<file path="src/rtl/if_fetch_unit_pkg.sv">
// rtl/if_fetch_unit_pkg.sv - shared types and constants for the fetch front end
package if_fetch_unit_pkg;

    localparam int DEF_WIDTH = 32;
    localparam logic [31:0] RESET_PC_DEFAULT = 32'h0000_0000;
    localparam int INC_DEFAULT = 4;

    typedef enum logic [1:0] {
        S_IDLE = 2'd0,
        S_WAIT = 2'd1,
        S_DROP = 2'd2
    } state_t;

endpackage

</file>
<file path="src/rtl/if_fetch_unit_if.sv">
// rtl/if_fetch_unit_if.sv - instruction memory and decode-side handshake bundle
interface if_fetch_unit_if
    import if_fetch_unit_pkg::*;
#(
    parameter int WIDTH = DEF_WIDTH
) ();

    logic             imem_req;
    logic [WIDTH-1:0] imem_addr;
    logic             imem_ack;
    logic [WIDTH-1:0] imem_rdata;
    logic [WIDTH-1:0] inst;
    logic [WIDTH-1:0] inst_pc;
    logic             inst_valid;
    logic             inst_ready;

    // Fetch unit side
    modport master (
        output imem_req, imem_addr,
        input  imem_ack, imem_rdata,
        output inst, inst_pc, inst_valid,
        input  inst_ready
    );

    // Memory plus decode side
    modport slave (
        input  imem_req, imem_addr,
        output imem_ack, imem_rdata,
        input  inst, inst_pc, inst_valid,
        output inst_ready
    );

endinterface

</file>
<file path="src/rtl/if_fetch_unit.sv">
// rtl/if_fetch_unit.sv - instruction fetch front end with one-entry output register
module if_fetch_unit
    import if_fetch_unit_pkg::*;
#(
    parameter int               WIDTH    = DEF_WIDTH,
    parameter logic [WIDTH-1:0] RESET_PC = WIDTH'(RESET_PC_DEFAULT),
    parameter int               INC      = INC_DEFAULT
) (
    input  logic             clk,
    input  logic             rst,
    input  logic [WIDTH-1:0] next_pc,
    input  logic             redirect,
    output logic [WIDTH-1:0] pc_plus4,
    if_fetch_unit_if.master  bus
);

    state_t           state;
    logic [WIDTH-1:0] pc;
    logic [WIDTH-1:0] req_addr;
    logic             slot_free;

    assign pc_plus4      = pc + WIDTH'(INC);
    assign slot_free     = !bus.inst_valid || bus.inst_ready;
    assign bus.imem_req  = (state != S_IDLE);
    assign bus.imem_addr = req_addr;

    // Fetch sequencing, PC update and the decode-facing output register
    always_ff @(posedge clk) begin
        if (rst) begin
            state          <= S_IDLE;
            pc             <= RESET_PC;
            req_addr       <= RESET_PC;
            bus.inst       <= '0;
            bus.inst_pc    <= '0;
            bus.inst_valid <= 1'b0;
        end else begin
            // A consumed instruction leaves; a redirect flushes the younger buffered one
            if ((bus.inst_valid && bus.inst_ready) || redirect) begin
                bus.inst_valid <= 1'b0;
            end
            case (state)
                S_IDLE: begin
                    if (redirect) begin
                        pc <= next_pc;
                    end else if (slot_free) begin
                        req_addr <= pc;
                        state    <= S_WAIT;
                    end
                end
                S_WAIT: begin
                    if (redirect) begin
                        // The memory still owes an answer if it has not acked yet
                        pc    <= next_pc;
                        state <= bus.imem_ack ? S_IDLE : S_DROP;
                    end else if (bus.imem_ack) begin
                        bus.inst       <= bus.imem_rdata;
                        bus.inst_pc    <= req_addr;
                        bus.inst_valid <= 1'b1;
                        pc             <= next_pc;
                        state          <= S_IDLE;
                    end
                end
                S_DROP: begin
                    if (redirect) begin
                        pc <= next_pc;
                    end
                    if (bus.imem_ack) begin
                        state <= S_IDLE;
                    end
                end
                default: state <= S_IDLE;
            endcase
        end
    end

endmodule

</file>
<file path="src/flat_wrapper.sv">
// flat-port wrapper written by rule: the top's interface ports become plain ports
module if_fetch_unit_flat import if_fetch_unit_pkg::*;
#(
    parameter int               WIDTH    = DEF_WIDTH,
    parameter logic [WIDTH-1:0] RESET_PC = WIDTH'(RESET_PC_DEFAULT),
    parameter int               INC      = INC_DEFAULT
)
  (clk, rst, next_pc, redirect, pc_plus4, bus_imem_req, bus_imem_addr, bus_imem_ack, bus_imem_rdata, bus_inst, bus_inst_pc, bus_inst_valid, bus_inst_ready);
  if_fetch_unit_if #(.WIDTH(WIDTH)) bus_i ();
  input  logic clk;
  input  logic rst;
  input  logic [WIDTH-1:0] next_pc;
  input  logic redirect;
  output logic [WIDTH-1:0] pc_plus4;
  output wire logic [$bits(bus_i.imem_req)-1:0] bus_imem_req;
  output wire logic [$bits(bus_i.imem_addr)-1:0] bus_imem_addr;
  input wire logic [$bits(bus_i.imem_ack)-1:0] bus_imem_ack;
  input wire logic [$bits(bus_i.imem_rdata)-1:0] bus_imem_rdata;
  output wire logic [$bits(bus_i.inst)-1:0] bus_inst;
  output wire logic [$bits(bus_i.inst_pc)-1:0] bus_inst_pc;
  output wire logic [$bits(bus_i.inst_valid)-1:0] bus_inst_valid;
  input wire logic [$bits(bus_i.inst_ready)-1:0] bus_inst_ready;
  assign bus_imem_req = bus_i.imem_req;
  assign bus_imem_addr = bus_i.imem_addr;
  assign bus_i.imem_ack = bus_imem_ack;
  assign bus_i.imem_rdata = bus_imem_rdata;
  assign bus_inst = bus_i.inst;
  assign bus_inst_pc = bus_i.inst_pc;
  assign bus_inst_valid = bus_i.inst_valid;
  assign bus_i.inst_ready = bus_inst_ready;
  if_fetch_unit #(.WIDTH(WIDTH), .RESET_PC(RESET_PC), .INC(INC)) u_core (.clk(clk), .rst(rst), .next_pc(next_pc), .redirect(redirect), .pc_plus4(pc_plus4), .bus(bus_i));
endmodule
</file>
<file path="config.mk">
export PLATFORM = sky130hd
export DESIGN_NAME = if_fetch_unit_flat
export DESIGN_NICKNAME = d
export VERILOG_FILES = /design/src/rtl/if_fetch_unit_pkg.sv /design/src/rtl/if_fetch_unit_if.sv /design/src/rtl/if_fetch_unit.sv /design/src/flat_wrapper.sv
export SDC_FILE = /design/constraint.sdc
export NUM_CORES = 1
export LEC_CHECK = 0
export BUFFER_PORTS_ARGS = -buffer_cell sky130_fd_sc_hd__buf_2
export CORE_AREA = 2 2 106 108
export DETAILED_ROUTE_END_ITERATION = 7
export DIE_AREA = 0 0 108 110
export PLACE_DENSITY = 0.79
export SLEW_MARGIN = 20
export SYNTH_ARGS = -nofsm -noshare
export SYNTH_HDL_FRONTEND = slang
export SYNTH_SLANG_ARGS = --single-unit
export TNS_END_PERCENT = 20
</file>
<file path="constraint.sdc">
create_clock -name clk -period 1.7 [get_ports clk]
set_input_delay 0.085 -clock clk [delete_from_list [all_inputs] [get_ports clk]]
set_output_delay 0.085 -clock clk [all_outputs]
set_load 0.02 [all_outputs]
</file>
==> results of run 1 <==
[logic make-up (layout without fill, tap and decap cells)]
kind of cell,after synthesis,in the layout
adders and majority gates,1,1
and+or+nand+nor,317,317
DFF,131,131
xor gates and xnor gates,28,28
muxes,1,1
AOI/OAI and AO/OA,133,133
buffers and inverters,51,350
[area by class of cell]
| type | instances | area (um^2) | share of cell area |
|---|---|---|---|
| clock buffers | 18 | 428 | 0.0525 |
| clock inverters | 14 | 163 | 0.0200 |
| inverters | 3 | 11.3 | 0.00138 |
| multi-input cells | 480 | 2480 | 0.304 |
| flip-flops and latches | 131 | 2640 | 0.325 |
| well taps | 140 | 175 | 0.0215 |
| repair buffers | 315 | 2240 | 0.276 |
[routing by layer]
layer,wire (um),global-route usage,part of all wire
met4,615,0.122,0.035
met5,0,0,0
met1,6910,0.347,0.39
met2,8750,0.472,0.50
met3,1300,0.0558,0.074
[synthesized netlist by cell type (all sizes together)]
library cell,n
xor2,6
nand2,263
dfxtp,131
nor3,5
nand3b,1
ha,1
mux2,1
nand4,13
or2,1
clkbuf,22
nor2b,1
and2,1
or3,1
nand3,12
inv,3
xnor2,22
and3,7
nor4,2
nand2b,1
and4,3
nor2,6
a21o,1
a21oi,132
buf,26
[how the worst max path moves through the flow]
stage               cells after the start  slack, ns      endpoint
floorplan                               5      0.004  pc_plus4[20]
global placement                        7       0.02  pc_plus4[20]
detailed placement                      7       0.02  pc_plus4[18]
CTS                                     6      -0.35  pc_plus4[24]
global route                            6      -0.50  pc_plus4[23]
finish                                  6      -0.44  pc_plus4[23]
[where the power goes]
group	total, mW	internal (mW)	switching, mW
clock network	3.62	2.17	1.45
registers	3.25	3.17	0.0805
logic	0.982	0.440	0.542
[sequential cells by signal, indices dropped and copies added, names as in the netlist]
signal,count
u_core.bus.imem_addr,32
u_core.bus.inst,32
u_core.bus.inst_pc,32
u_core.pc,32
u_core.state,2
u_core.bus.inst_valid,1
[worst register-to-register path: stages (launching register included)]
cell	delay, ns
sky130_fd_sc_hd__dfxtp_1	0.33
sky130_fd_sc_hd__buf_4	0.15
sky130_fd_sc_hd__nand2_1	0.07
sky130_fd_sc_hd__mux2_2	0.28
sky130_fd_sc_hd__nor3_1	0.15
sky130_fd_sc_hd__dlygate4sd3_1	0.57
[stage by stage]
stage | cells | setup WS (ns)
floorplan | 662 | 0.00431
global placement | 990 | 0.0246
detailed placement | 990 | 0.0227
CTS | 1097 | -0.352
global route | 1101 | -0.499
finish | 1101 | -0.444
[timing repair]
item	CTS	global route
endpoints found under the setup margin	25	27
buffers inserted	6	4
hold endpoints to repair	67	0
gates resized for setup	47	27
hold buffers	69	0
pin swaps	16	17
==> implementation parameters, run 1 <==
Parameter                              Value

Timing
  Hold WS ... roughly 0.062 ns
  Sum of negative setup slack ... -7.92 ns
  Part of the cycle the worst path needs ... 1.26
  Slew at the pin closest to its max-slew limit ... 0.316 ns
  Final worst path period need ... ~2.1 ns
  Timing-limited maximum frequency ... about 0.47 GHz
  RSZ-0062 raised after global routing ... true
  Count of endpoints failing setup in the final report ... 27
  Max-Slew Margin vs Limit ... 0.789
  Number of endpoints with negative hold slack in the final report ... 0
  Final count of pins violating max slew ... 0
  Setup Skew ... between 0.01 and 0.015 ns
  Post-layout worst setup margin ... -0.444 ns

Clock tree
  Clock sinks ... 131
  Clock slew seen by the registers of the worst setup and hold paths ... around 0.060 ns
  Clock Root Buffer ... sky130_fd_sc_hd__clkbuf_8
  Number of buffers created by CTS ... 17
  Clock network latency to the later pin of the worst-skew pair ... between 0.5 and 0.6 ns
  Maximum level of the CTS H-tree ... 4
  Maximum buffer depth of the clock tree ... 2
  CTS tree ... done

Finish
  Count of antenna diodes in the layout ... 0
  Fillers ... around 730
  Post-route design area ... 8140 um^2
  Final layout net count ... 1018
  Most common cell after layout, fill and taps aside ... sky130_fd_sc_hd__nand2_1
  Highest-count cells in the layout ignoring fill and taps ... sky130_fd_sc_hd__nand2_1 (262), sky130_fd_sc_hd__buf_2 (171), sky130_fd_sc_hd__a21oi_1 (131)
  Share of the core filled with cells ... 0.761
  Area growth from synthesis to layout ... 57.6%
  Layout cells sized above 1 ... 0.335

Floorplanning
  Core area ... 10700 um^2
  Count of boundary I/O pins ... roughly 200
  Die Span X ... around 110 um
  Initial core utilization ... 0.483
  Die outline height ... approximately 110 um
  Number of placement rows ... 38
  Die Outline Area ... ~12000 um^2

Placement
  Number of port buffers ... just under 200
  Total cell area at the placement stage ... approximately 6500 um^2
  Detailed placement HPWL ... 10200 um
  GP Congestion ... ~0.9

Synth
  Post-Synthesis Net Count ... 732
  Syn Inst Count ... roughly 660
  Top area cells in the synthesized netlist ... sky130_fd_sc_hd__dfxtp_1 (51%), sky130_fd_sc_hd__nand2_1 (19%), sky130_fd_sc_hd__a21oi_1 (13%)
  Combinational family with the most area after synthesis ... simple AND/OR/NAND/NOR gates
  Mux share of post-synthesis cell area ... 0.00218
  Avg Cell Area, Syn ... around 8 um^2
  FF+latch count, synth ... approximately 130
  Synth area leader ... sky130_fd_sc_hd__dfxtp_1
  Adder-cell share of the synthesized area ... 0.00242
  Area share of the largest cell type after synthesis ... 0.507
  Share of synthesized cell area in and, or, nand and nor gates ... 0.262
  Count of different cell masters after synthesis ... 35
  Post-synthesis cell area ... 5170 um^2
  Share of the synthesized area in compound gates (AO/OA/AOI/OAI) ... 0.129
  Number of warnings issued by yosys ... 0
  XOR/XNOR share of the synthesized area ... 0.0474
  Proportion of synthesized chip area in sequential cells ... 0.507

Global route
  Global-route wire length before repair ... 26000 um
  Pin count of the biggest net entering global routing ... 65
  Number of global-route vias before repair ... roughly 5.4k
  Aggregate global-route resource usage ... 0.279
  Antenna violations before repair ... 0
  Congestion Overflow GR ... 0

Detailed routing
  Final routed wirelength across all metal layers ... about 18000 um
  Post-DR vias/cell ... between 5 and 6
  Total number of vias ... around 5.7k
  Post-DR wirelength/cell ... 16.0 um
  Number of iterations in the first detailed-routing pass ... 5
  DRC violation count after routing ... 0
  Iteration-0 DRC Markers ... 571
  Antenna Nets Post-Route ... 0

Hold path
  Hold endpoint ... u_core.state[0]$_SDFFE_PP0P_
  Hold-critical path depth ... 4
  Startpoint of the most critical hold path ... redirect
  Kind of path behind the tightest hold check ... in2reg

Power and ir drop
  Pwr Total ... between 7 and 8 mW
  Leak Pwr ... between 3 and 4 nW
  Maximum VDD drop ... between 0.5 and 0.6 mV
  PwrDens ... a little under 1000 nW/um^2

Outcome
  Violated checks ... setup timing
  Result of the run ... complete, but fails checks

Critical path
  Gate family responsible for the most delay along the worst path ... simple AND/OR/NAND/NOR gates
  R2r startpoint ... u_core.state[0]$_SDFFE_PP0P_
  FF-to-FF End ... u_core.state[1]$_SDFFE_PP0P_
  Peak per-stage delay on the critical path ... between 0.3 and 0.4 ns
  Register-to-register path setup slack ... 0.10 ns
  Most Frequent Cell on Critical Path ... sky130_fd_sc_hd__buf_4
  Startpoint type of the worst setup path ... flop
  Critical path capture point type ... output pin
  Number of buffer and inverter stages on the critical path ... 2
  Required @ worst endpoint ... 1.62 ns
  Setup Crit Path Kind ... reg2out
  Worst-path cell chain ... nand4_1 -> buf_4 -> nor3_4 -> nand3_1 -> xnor2_1 -> buf_4
  Crit path from ... u_core.pc[9]$_SDFFE_PP0P_
  Maximum fanout along the worst path ... 4
  R2R cell count ... 5
  Crit path max-delay cell type ... sky130_fd_sc_hd__dfxtp_4
  Arrival time at the worst endpoint ... between 2 and 2.5 ns

Flow run
  Number of max-cap violations ... 0
(Power assumes the default switching activity.)
==> run 2, diff against run 1 <==
- CORE_AREA: 2 2 106 108 -> 2 2 111 113
- DIE_AREA: 0 0 108 110 -> 0 0 113 115
- PLACE_DENSITY: 0.79 -> 0.73
==> run 2 against run 1 <==
- the run ends with DRC, setup timing left
- clock skew fell by 0.0043 ns
- critical path type unchanged
- count of clock-buffer cells in the layout grew 5
- critical endpoint is now pc_plus4[20]
- sequential share of layout area up 0.34 points
- die area is 9.4% higher
==> implementation parameters, run 2 (same netlist as run 1, synthesis figures left out) <==
Parameter                              Value

Critical path
  Register-to-register path setup slack ... 0.17 ns (+0.07 ns)
  R2R cell count ... 5 (unchanged)
  R2r startpoint ... u_core.state[1]$_SDFFE_PP0P_
  Required @ worst endpoint ... 1.62 ns (about the same)
  Peak per-stage delay on the critical path ... 0.35 ns (-0.03 ns)
  Arrival time at the worst endpoint ... 1.94 ns (-0.12 ns)
  Maximum fanout along the worst path ... 3 (-1)
  FF-to-FF End ... u_core.bus.imem_addr[2]$_SDFFE_PP0P_
  Crit path max-delay cell type ... sky130_fd_sc_hd__dfxtp_2
  Worst-path cell chain ... ha_4 -> nand3_4 -> nor4_4 -> buf_4 -> nand3_4 -> xnor2_2 -> buf_4
  Startpoint type of the worst setup path ... flop
  Setup Crit Path Kind ... reg2out
  Critical path capture point type ... output pin

Timing
  Number of endpoints with negative hold slack in the final report ... 0 (unchanged)
  Slew at the pin closest to its max-slew limit ... 0.599 ns (+0.283 ns)
  RSZ-0062 raised after global routing ... true
  Max-Slew Margin vs Limit ... 0.601 (-0.188)
  Part of the cycle the worst path needs ... 1.19 (-0.0703)
  Final count of pins violating max slew ... 0 (unchanged)
  Hold WS ... 0.0523 ns (-0.00951 ns)
  Count of endpoints failing setup in the final report ... 22 (-19%)
  Post-layout worst setup margin ... -0.324 ns (+0.120 ns)
  Setup Skew ... 0.00658 ns (-0.00431 ns)
  Final worst path period need ... 2.02 ns (-0.120 ns)
  Timing-limited maximum frequency ... 0.494 GHz (+5.9%)

Global route
  Global-route wire length before repair ... 25500 um (-1.9%)
  Number of global-route vias before repair ... 5188 (-3.5%)
  Antenna violations before repair ... 0 (unchanged)
  Pin count of the biggest net entering global routing ... 132 (+100%)
  Aggregate global-route resource usage ... 0.244 (-0.0348)
  Congestion Overflow GR ... 0 (unchanged)

Hold path
  Kind of path behind the tightest hold check ... in2reg
  Hold-critical path depth ... 3 (-1)
  Hold endpoint ... u_core.bus.inst_valid$_SDFF_PP0_
  Startpoint of the most critical hold path ... redirect

Floorplanning
  Die Span X ... 113 um (+4.6%)
  Core area ... 11800 um^2 (+10%)
  Number of placement rows ... 40 (+5.3%)
  Die outline height ... 115 um (+4.5%)
  Count of boundary I/O pins ... 199 (unchanged)
  Initial core utilization ... 0.438 (-0.0456)
  Die Outline Area ... 13000 um^2 (+9.4%)

Clock tree
  Maximum buffer depth of the clock tree ... 2 (unchanged)
  Clock slew seen by the registers of the worst setup and hold paths ... 0.06 ns (about the same)
  Maximum level of the CTS H-tree ... 4 (unchanged)
  Number of buffers created by CTS ... 17 (unchanged)
  Clock network latency to the later pin of the worst-skew pair ... 0.41 ns (-0.10 ns)
  Clock sinks ... 131 (unchanged)
  Clock Root Buffer ... sky130_fd_sc_hd__clkbuf_16
  CTS tree ... done

Outcome
  Violated checks ... DRC, setup timing
  Result of the run ... complete, but fails checks

Finish
  Layout cells sized above 1 ... 0.341 (+0.00558)
  Count of antenna diodes in the layout ... 0 (unchanged)
  Highest-count cells in the layout ignoring fill and taps ... sky130_fd_sc_hd__nand2_1 (262), sky130_fd_sc_hd__buf_2 (174), sky130_fd_sc_hd__a21oi_1 (131)
  Area growth from synthesis to layout ... 55.6%
  Most common cell after layout, fill and taps aside ... sky130_fd_sc_hd__nand2_1
  Final layout net count ... 1017 (-0.098%)

Placement
  Detailed placement HPWL ... 9990 um (-1.9%)
  GP Congestion ... 0.846 (-5.1%)
  Setup slack after placement ... -0.0312 ns (-0.0539 ns)
  Number of port buffers ... 198 (unchanged)

Power and ir drop
  PwrDens ... 939 nW/um^2 (-2.6%)
  Leak Pwr ... 3.57 nW (-1.2%)
  Pwr Total ... 7.55 mW (-3.8%)
  Maximum VDD drop ... 0.540 mV (-9.2%)

Detailed routing
  Final routed wirelength across all metal layers ... 16100 um (-8.2%)
  Antenna Nets Post-Route ... 0 (unchanged)
  Post-DR vias/cell ... 4.97 (-4.3%)
  Post-DR wirelength/cell ... 14.6 um (-8.4%)
  DRC violation count after routing ... 16 (+16)
  Number of iterations in the first detailed-routing pass ... 7 (+2)
  Iteration-0 DRC Markers ... 466 (-18%)
  Total number of vias ... 5486 (-4.0%)

Flow run
  Number of max-cap violations ... 0 (unchanged)
[run 2: changes by cell type in the layout (fill, tap and decap cells not counted), sizes merged, moves of 3 or more]
cell,before,now
dlygate4sd3,69,65
buf,246,249
clkbuf,18,23
inv,10,3
[run 2: final cells by class]
| class | instances | area [um^2] |
|---|---|---|
| clock inverter | 6 | 55.1 |
| clock buffer | 23 | 488 |
| inverter | 3 | 11.3 |
| fill | 922 | 3770 |
| sequential | 131 | 2640 |
| tap | 147 | 184 |
| multi-input combinational | 480 | 2490 |
| timing repair buffer | 314 | 2180 |
[run 2: where the power goes]
group	total (mW)	switching, mW	internal [mW]
registers	3.25	0.0767	3.17
logic	0.946	0.521	0.425
clock network	3.36	1.23	2.12
total	7.55	1.83	5.72
[run 2: worst max-delay path by stage]
stage                                    start      endpoint  slack, ns  depth (start not counted)
floorplan            u_core.pc[2]$_SDFFE_PP0P_  pc_plus4[20]      0.004                          5
global placement     u_core.pc[2]$_SDFFE_PP0P_  pc_plus4[20]       0.05                          7
detailed placement   u_core.pc[2]$_SDFFE_PP0P_  pc_plus4[18]      -0.03                          7
CTS                 u_core.pc[13]$_SDFFE_PP0P_  pc_plus4[20]      -0.29                          6
global route         u_core.pc[8]$_SDFFE_PP0P_  pc_plus4[30]      -0.40                          7
finish               u_core.pc[2]$_SDFFE_PP0P_  pc_plus4[20]      -0.32                          7
[run 2: through the flow]
| step | setup TNS, ns | utilization | std cells | cell area [um^2] |
|---|---|---|---|---|
| after floorplan | 0 | - | 662 | 5180 |
| after global routing | -7.03 | 0.681 | 1104 | 8040 |
| final | -5.10 | 0.681 | 1104 | 8040 |
| after detailed placement | -0.0312 | 0.552 | 1004 | 6520 |
| after global placement | 0 | 0.552 | 1004 | 6520 |
| after CTS | -5.12 | 0.667 | 1101 | 7880 |
[run 2: worst max-delay path, delay by kind of cell (launching register included)]
family	cells	cell delay (ns)
AND/OR/NAND/NOR	3	0.47
buffers and inverters	2	0.38
flip-flops	1	0.35
XOR/XNOR	1	0.16
adder cells (fa/ha/maj)	1	0.15
[run 2: routing by layer]
metal  global-route usage  wire [um]  up-vias
met5                    0          0        -
met4                0.106        400        0
met3               0.0506        981       37
met2                0.408       7780      201
met1                0.307       6970     2514
li1                     -          -     2734
[run 2: what timing repair did]
item / in CTS / in global routing
hold endpoints to repair: 65 / 0
pin swaps: 13 / 17
gates resized for setup: 46 / 35
setup buffers: 3 / 3
endpoints found under the setup margin: 25 / 25
cloned: 0 / 0
hold buffers: 65 / 0
